--- src/rtl/ntt_pkg.sv ---
// Shared constants and FSM encoding for the ML-DSA NTT datapath.
// The optional inverse mode is enabled with the macro NTT_ADDR_GEN_INTT_EN.
package ntt_pkg;

   localparam int unsigned Q       = 8380417;
   localparam int unsigned N       = 256;
   localparam int unsigned LAYERS  = 8;
   localparam int unsigned COEFF_W = 23;

   typedef enum logic [1:0] {
      S_IDLE  = 2'd0,
      S_RUN   = 2'd1,
      S_DRAIN = 2'd2,
      S_DONE  = 2'd3
   } state_t;

endpackage

--- src/rtl/ntt_idx_calc.sv ---
// Combinational butterfly index map: (layer, butterfly[, inv]) -> (j, j+len, zeta index k).
// The inverse (Gentleman-Sande) mapping exists only when NTT_ADDR_GEN_INTT_EN is defined.
module ntt_idx_calc
   import ntt_pkg::*;
#(
   parameter int AW = 8
) (
   input  logic [$clog2(AW)-1:0] i_layer,
   input  logic [AW-2:0]         i_bf,
`ifdef NTT_ADDR_GEN_INTT_EN
   input  logic                  i_inv,
`endif
   output logic [AW-1:0]         o_j,
   output logic [AW-1:0]         o_jl,
   output logic [AW-1:0]         o_k
);

   localparam int LW = $clog2(AW);
   localparam logic [AW-1:0] ONE   = AW'(1);
   localparam logic [AW-1:0] HALF  = ONE << (AW - 1);
   localparam logic [AW-1:0] ALL1  = '1;
   localparam logic [LW:0]   LAST  = (LW+1)'(AW - 1);
   localparam logic [LW:0]   FULL  = (LW+1)'(AW);
   localparam logic [LW:0]   SHONE = (LW+1)'(1);

   logic [AW-1:0] w_bf;
   logic [LW:0]   w_sh;
   logic [AW-1:0] w_len;
   logic [AW-1:0] w_grp;
   logic [AW-1:0] w_j;
   logic [AW-1:0] w_k;

   // Groups are 2*len wide, so the group index is simply shifted into the upper bits of j.
   always_comb begin
      w_bf  = {1'b0, i_bf};
      w_sh  = {1'b0, i_layer};
      w_len = HALF >> i_layer;
      w_grp = w_bf >> (LAST - w_sh);
      w_j   = (w_grp << (FULL - w_sh)) | (w_bf & (w_len - ONE));
      w_k   = (ONE << i_layer) + w_grp;
`ifdef NTT_ADDR_GEN_INTT_EN
      if (i_inv) begin
         w_len = ONE << i_layer;
         w_grp = w_bf >> i_layer;
         w_j   = (w_grp << (w_sh + SHONE)) | (w_bf & (w_len - ONE));
         w_k   = (ALL1 >> i_layer) - w_grp;
      end
`endif
   end

   assign o_j  = w_j;
   assign o_jl = w_j + w_len;
   assign o_k  = w_k;

endmodule

--- src/rtl/ntt_addr_gen.sv ---
// NTT control/address stage: walks all layers, drives the zeta ROM and presents aligned address pairs.
// Define NTT_ADDR_GEN_INTT_EN to add the inverse-transform ports i_inv and o_neg_zeta.
module ntt_addr_gen
   import ntt_pkg::*;
#(
   parameter int N      = 256,
   parameter int LAYERS = 8,
   parameter int ZW     = 8
) (
   input  logic                    i_clk,
   input  logic                    i_rst_n,
   input  logic                    i_start,
   input  logic                    i_stall,
`ifdef NTT_ADDR_GEN_INTT_EN
   input  logic                    i_inv,
   output logic                    o_neg_zeta,
`endif
   output logic                    o_busy,
   output logic                    o_done,
   output logic                    o_zeta_en,
   output logic [ZW-1:0]           o_zeta_addr,
   output logic                    o_bf_valid,
   output logic [$clog2(N)-1:0]    o_addr_a,
   output logic [$clog2(N)-1:0]    o_addr_b,
   output logic [$clog2(LAYERS)-1:0] o_layer,
   output logic                    o_last_in_layer
);

   localparam int AW = $clog2(N);
   localparam int LW = $clog2(LAYERS);
   localparam logic [LW-1:0] LAST_L = LW'(LAYERS - 1);

   state_t        r_state;
   state_t        w_next;
   logic          w_issue;
   logic [LW-1:0] r_layer;
   logic [AW-2:0] r_bf;
   logic          w_last_bf;
   logic [AW-1:0] w_j;
   logic [AW-1:0] w_jl;
   logic [AW-1:0] w_k;

   logic          r_bf_valid;
   logic [AW-1:0] r_addr_a;
   logic [AW-1:0] r_addr_b;
   logic [LW-1:0] r_stage_layer;
   logic          r_last;

`ifdef NTT_ADDR_GEN_INTT_EN
   logic          r_inv;
   logic          r_neg;
`endif

   assign w_last_bf = (r_bf == '1);

   ntt_idx_calc #(.AW(AW)) u_idx (
      .i_layer (r_layer),
      .i_bf    (r_bf),
`ifdef NTT_ADDR_GEN_INTT_EN
      .i_inv   (r_inv),
`endif
      .o_j     (w_j),
      .o_jl    (w_jl),
      .o_k     (w_k)
   );

   always_ff @(posedge i_clk or negedge i_rst_n) begin
      if (!i_rst_n) r_state <= S_IDLE;
      else          r_state <= w_next;
   end

   // An issue is one ROM read plus one stage load; stall suppresses both so nothing is lost.
   always_comb begin
      w_next      = r_state;
      w_issue     = 1'b0;
      o_busy      = 1'b0;
      o_done      = 1'b0;
      o_zeta_en   = 1'b0;
      o_zeta_addr = '0;
      unique case (r_state)
         S_IDLE: begin
            if (i_start) w_next = S_RUN;
         end
         S_RUN: begin
            o_busy = 1'b1;
            if (!i_stall) begin
               w_issue     = 1'b1;
               o_zeta_en   = 1'b1;
               o_zeta_addr = ZW'(w_k);
               if (w_last_bf && r_layer == LAST_L) w_next = S_DRAIN;
            end
         end
         S_DRAIN: begin
            o_busy = 1'b1;
            if (!i_stall) w_next = S_DONE;
         end
         S_DONE: begin
            o_done = 1'b1;
            w_next = S_IDLE;
         end
         default: w_next = S_IDLE;
      endcase
   end

   always_ff @(posedge i_clk or negedge i_rst_n) begin
      if (!i_rst_n) begin
         r_layer <= '0;
         r_bf    <= '0;
`ifdef NTT_ADDR_GEN_INTT_EN
         r_inv   <= 1'b0;
`endif
      end else if (r_state == S_IDLE && i_start) begin
         r_layer <= '0;
         r_bf    <= '0;
`ifdef NTT_ADDR_GEN_INTT_EN
         r_inv   <= i_inv;
`endif
      end else if (w_issue) begin
         r_bf <= r_bf + 1'b1;
         if (w_last_bf) r_layer <= r_layer + 1'b1;
      end
   end

   // The stage mirrors the ROM's one-cycle latency so the address pair lines up with its zeta.
   always_ff @(posedge i_clk or negedge i_rst_n) begin
      if (!i_rst_n) begin
         r_bf_valid    <= 1'b0;
         r_addr_a      <= '0;
         r_addr_b      <= '0;
         r_stage_layer <= '0;
         r_last        <= 1'b0;
`ifdef NTT_ADDR_GEN_INTT_EN
         r_neg         <= 1'b0;
`endif
      end else if (w_issue) begin
         r_bf_valid    <= 1'b1;
         r_addr_a      <= w_j;
         r_addr_b      <= w_jl;
         r_stage_layer <= r_layer;
         r_last        <= w_last_bf;
`ifdef NTT_ADDR_GEN_INTT_EN
         r_neg         <= r_inv;
`endif
      end else if (r_state == S_DRAIN && !i_stall) begin
         r_bf_valid <= 1'b0;
         r_last     <= 1'b0;
      end
   end

   assign o_bf_valid      = r_bf_valid;
   assign o_addr_a        = r_addr_a;
   assign o_addr_b        = r_addr_b;
   assign o_layer         = r_stage_layer;
   assign o_last_in_layer = r_last;
`ifdef NTT_ADDR_GEN_INTT_EN
   assign o_neg_zeta      = r_neg;
`endif

endmodule

--- config.mk ---
export PLATFORM = sky130hd
export DESIGN_NAME = ntt_addr_gen
export DESIGN_NICKNAME = d
export VERILOG_FILES = /design/src/rtl/ntt_pkg.sv /design/src/rtl/ntt_idx_calc.sv /design/src/rtl/ntt_addr_gen.sv
export SDC_FILE = /design/constraint.sdc
export NUM_CORES = 1
export LEC_CHECK = 0
export ABC_AREA = 1
export BUFFER_PORTS_ARGS = -buffer_cell sky130_fd_sc_hd__buf_4
export CAP_MARGIN = 20
export CELL_PAD_IN_SITES_DETAIL_PLACEMENT = 0
export CELL_PAD_IN_SITES_GLOBAL_PLACEMENT = 1
export CORE_ASPECT_RATIO = 0.5
export CORE_MARGIN = 2
export CORE_UTILIZATION = 38
export CTS_BUF_LIST = sky130_fd_sc_hd__clkbuf_16
export CTS_CLUSTER_SIZE = 12
export DETAILED_ROUTE_END_ITERATION = 10
export GPL_ROUTABILITY_DRIVEN = 1
export GPL_TIMING_DRIVEN = 1
export PLACE_DENSITY_LB_ADDON = 0.1
export SYNTH_ARGS = -nofsm -noshare
export SYNTH_HDL_FRONTEND = slang
export SYNTH_SLANG_ARGS = --single-unit
export TNS_END_PERCENT = 50
--- constraint.sdc ---
create_clock -name i_clk -period 3.1 [get_ports i_clk]
set_input_delay 0.775 -clock i_clk [delete_from_list [all_inputs] [get_ports i_clk]]
set_output_delay 0.775 -clock i_clk [all_outputs]
set_load 0.02 [all_outputs]
# After elaboration in Yosys (flattened, before gate mapping)
# Cells that the tools add are included.
# W data, S select, Z words.
# word_totals
output_inout_bits	32
word_cells	60
inputBits	4
regBits	33
# op_classes
n_reduce_logical	11
n_shift	4
bitwise_logic	2
addsub	7
eq_ne	9
muxes	19
# ops
operator	count
$add A8 B8 Y8	2
$mux W8	2
$mux W7	2
$mux W3	3
$and A7 B8 Y8	1
$mux W2	4
$ne A2 B2 Y1 const B	4
$or A8 B8 Y8	1
$pmux W2 S4	1
$shl A1 B3 Y8 const A	1
$shl A8 B4 Y8	1
$shr A7 B4 Y8	1
$shr A8 B3 Y8 const A	1
$sub A8 B1 Y8 const B	1
$add A7 B1 Y7 const B	1
$eq A7 B7 Y1 const B	1
$mux W1	7
$reduce_bool A2 Y1	3
$eq A2 B2 Y1 const B	2
$reduce_and A4 Y1	1
$sub A3 B3 Y4 const A	1
$sub A4 B3 Y4 const A	1
$add A3 B1 Y3 const B	1
$eq A3 B3 Y1 const B	1
6 further kinds	8

# Depth between registers and ports, before layout
# depth
depth_word	5
depth_mapped	23
ltp_nobuf	21

# Hierarchy
# From an unflattened synthesis, not the netlist that was laid out.
# unflattened
cells_unflattened	418
area_unflattened_um2	2897.8
# modules_own_cells
module	seq_area_each_um2	cells_per_inst	instances	area_per_inst_um2
ntt_addr_gen	825.8	191	1	1572.8
ntt_idx_calc	0.0	227	1	1325.0

# Worst setup path after synthesis
# Ideal clock, no wire load.
# synth_path
path_type	flip-flop to output port
from	register r_layer[0]
to	output port o_zeta_addr[6]
path_stages_with_launch	17
path_buffers	2
path_slack_ns	-0.258
arrival_time_ns	2.583
required_time_ns	2.325
cell_sequence	dfrtp_1 -> buf_6 -> inv_6 -> buf_2 -> ha_1 -> ha_1 -> ha_1 -> fa_1 -> a21oi_1 -> nor2_1 -> nor2_1 -> inv_1 -> nand2_2 -> nand2_1 -> nand2_1 -> a21oi_1 -> nor2_1
# synth_via
elab_chain_len	5
word_cells_on_any_way	6
cone_classes	add/sub (2); shift (2); mux (2)
# synth_lines
item	line	text
from (decl)	ntt_addr_gen.sv:36	logic [LW-1:0] r_layer;
from (signal assigned)	ntt_addr_gen.sv:120	if (w_last_bf) r_layer <= r_layer + 1'b1;
$sub A3 B3 Y4	ntt_idx_calc.sv:38	w_grp = w_bf >> (LAST - w_sh);
$shr A7 B4 Y8	ntt_idx_calc.sv:38	
$add A8 B8 Y8 (*)	ntt_idx_calc.sv:40	w_k = (ONE << i_layer) + w_grp;
$mux W8 (*)	ntt_addr_gen.sv:86	if (!i_stall) begin
$mux W8 (*)	ntt_addr_gen.sv:80	unique case (r_state)
to (decl)	ntt_addr_gen.sv:21	output logic [ZW-1:0] o_zeta_addr,
# Mark *: on every way between the ends. The rest lies on a longest branch, timed or not.

# Worst setup path after layout
# Same ends and word-level chain as after synthesis.

==> results.cfg <==
[synth]
yosys-top-cells-area = dfrtp_1 (29%), nand2_1 (13%), ha_1 (12%)
ys_seq_elements = 33
post_synth.cell_area_avg_um2 = 7.17
synth_area_leader_cell = dfrtp_1
synthCells = 398
ys_warn_count = 0
synth_nets = 432
yosysTopAreaCellShare_pct = 28.9
synth.distinct_cells = 37
seq_area_frac_synth_pct = 28.9
synth_area_um2 = 2850

[route]
totalWireLength_um = 9230
ant_nets = 0
wl_per_cell_um = 15.3
dr.pass1.iters = 5
initialDrtViolationCount = 146
vias = 2995
route.detailed.drc = 0
viasPerCell = 4.98

[cells_and_area]
synthToLayoutAreaGrowth_pct = 48.1
final_area_um2 = 4230
seqCellArea_um2 = 828
diodes = 0
drive_gt1_share_pct = 43.1
multi_input_area_um2 = 2050
fill_cells = 682
final_cell_mix = buf_4 (101), nand2_1 (84), inv_1 (39)
fin_nets = 539
layout_commonest_cell = buf_4

[pwr]
vdd.ir_drop.worst_mv = 0.478
powerDensity_nw_per_um2 = 764
leakage_nw = 2.17

[clock_tree]
clk_latency_ns = 0.28
cts_tree = built
cts_max_level = 2
cts_buffers = 5
ctsHoldBuffers = 0
clk_pin_slew_ns = 0.06
cts-root-buf = clkbuf_16
cts_sinks = 33
cts_max_path_buffers = 2

[hold_path]
hold_class = input pin to async pin

[floorplanning]
core_area_um2 = 7290
die-height_um = 65.3
chipWidth_um = 127
ios = 36
rows = 22
die-area_um2 = 8260
initial_core_util_pct = 39.1

[critical_path]
path_common_cell = nand2_2
crit_family = simple AND/OR/NAND/NOR gates
r2r_cells = 17
crit_cells = 19
critPathBufInv = 5
crit_type = flop to output pin
required_ns = 2.32
path_max_fanout = 7
worstPathArrival_ns = 2.69
path_cells = clkinv_4 > buf_6 > nand2_2 > nand3_2 > nand3_2 > nand2_2 > inv_2 > ha_4 > fa_2 > a21oi_2 > nor2_1 > nor2_1 > inv_2 > nand2_2 > nand2_2 > nand2_2 > a21oi_2 > nor2_2 > buf_6
cp_slowest_stage_delay_ns = 0.48
worst_path_max_delay_cell = dfrtp_2
startpoint_type = flop
end_kind = output pin
r2r_slack_ns = -0.06

[global_routing]
grt.total_usage_pct = 22.8
grt_overflow_total = 0
grt_max_degree = 34
grt_pass1_vias = 2812
grt_first_pass_wirelength_um = 14500
grt_antenna_before_repair = 0

[timing]
fin_skew_ns = 0.00777
maxSlewHeadroom_pct = 70.0
worst_slack_ns = -0.370
post-route-period-util_pct = 112
rsz0062_at_grt = true
drv_slew = 0
final-hold-violation-count = 0
finalSetupViolCount = 7
min_period_ns = 3.47
tightest_slew_ns = 0.450
fmax_mhz = 288

[run_status]
status = finished, violations left
violations = negative setup slack

[placement]
pre_cts_slack_ns = -0.158
gp_congestion = 0.889
hpwl_um = 6940
portBuffers = 35
dpl_cell_area_um2 = 3630

[run]
cap_violations = 0
==> power by group <==
| part | total [W] | switching, W | leakage (nW) | internal, W |
|---|---|---|---|---|
| clock network | 0.000563 | 0.000190 | 0.0826 | 0.000373 |
| logic | 0.00197 | 0.00111 | 1.66 | 0.000858 |
| registers | 0.000692 | 0.000103 | 0.426 | 0.000589 |
| total | 0.00323 | 0.00141 | 2.17 | 0.00182 |
==> cells in the mapped netlist (all sizes together) <==
cell type    n
a211oi       1
a21o         1
a21oi       19
a22oi        1
a31oi        6
and2         3
buf          9
clkbuf       2
dfrtp       33
fa           2
ha          28
inv         49
nand2      110
nand3       50
nand3b       1
nand4        6
nor2        34
nor3         5
nor4         1
o211ai       4
o21a         1
o21ai       28
o22ai        1
or2          1
xor2         2
==> final cells by class <==
type | instances | area share [%]
clock buffers | 5 | 2.96
flip-flops and latches | 33 | 19.6
inverters | 49 | 4.53
clock inverters | 3 | 0.888
multi-input cells | 305 | 48.6
well taps | 96 | 2.84
repair buffers | 111 | 20.6
==> logic make-up (layout without fill, tap and decap cells) <==
family                   count (synthesis)  count (layout)  synth area share [%]
flip-flops                              33              33                  28.9
buffers and inverters                   60             168                  9.21
XOR/XNOR                                 2               2                 0.614
AO/OA/AOI/OAI                           62              62                  13.2
adder cells (fa/ha/maj)                 30              30                  13.7
AND/OR/NAND/NOR                        211             211                  34.4
==> per-stage QoR <==
stage | power (W) | utilization (%) | TNS (ns) | instances | hold slack, ns
finish | 0.00323 | 57.9 | -1.79 | 602 | 0.431
global route | 0.00348 | 57.9 | -2.90 | 602 | 0.464
CTS | 0.00308 | 53.5 | -1.70 | 591 | 0.445
detailed placement | 0.00245 | 49.7 | -0.614 | 576 | 0.461
global placement | 0.00241 | 49.7 | -0.280 | 576 | 0.459
floorplan | 0.00174 | - | -0.0261 | 398 | 0.476
==> per-layer routing <==
layer / part of all wire [%] / global-route usage (%) / up-vias
li1: - / - / 1527
met1: 51 / 33.8 / 1385
met2: 43 / 33.7 / 73
met3: 5.0 / 4.32 / 10
met4: 1.1 / 5.91 / 0
met5: 0 / 0 / -
==> sequential cells by signal, indices dropped and copies added (netlist names) <==
register	count
o_addr_a	8
o_addr_b	8
o_bf_valid	1
o_last_in_layer	1
o_layer	3
r_bf	7
r_layer	3
r_state	2
==> worst paths after layout <==
kind                             startpoint             end
max in group asynchronous           i_rst_n      r_layer[0]
worst min-delay path                i_rst_n     o_addr_a[0]
min in group i_clk              o_addr_b[0]     o_addr_b[0]
worst max register to register   r_layer[0]     o_addr_b[7]
worst min register to register  o_addr_b[0]     o_addr_b[0]
worst max-delay path             r_layer[0]  o_zeta_addr[6]
==> repair_timing <==
action	in CTS	in global routing
setup buffers	7	13
gates resized for setup	14	70
endpoints found under the setup margin	9	11
pin swaps	4	26
endpoints found under the hold margin	0	0
(Power assumes the default switching activity.)
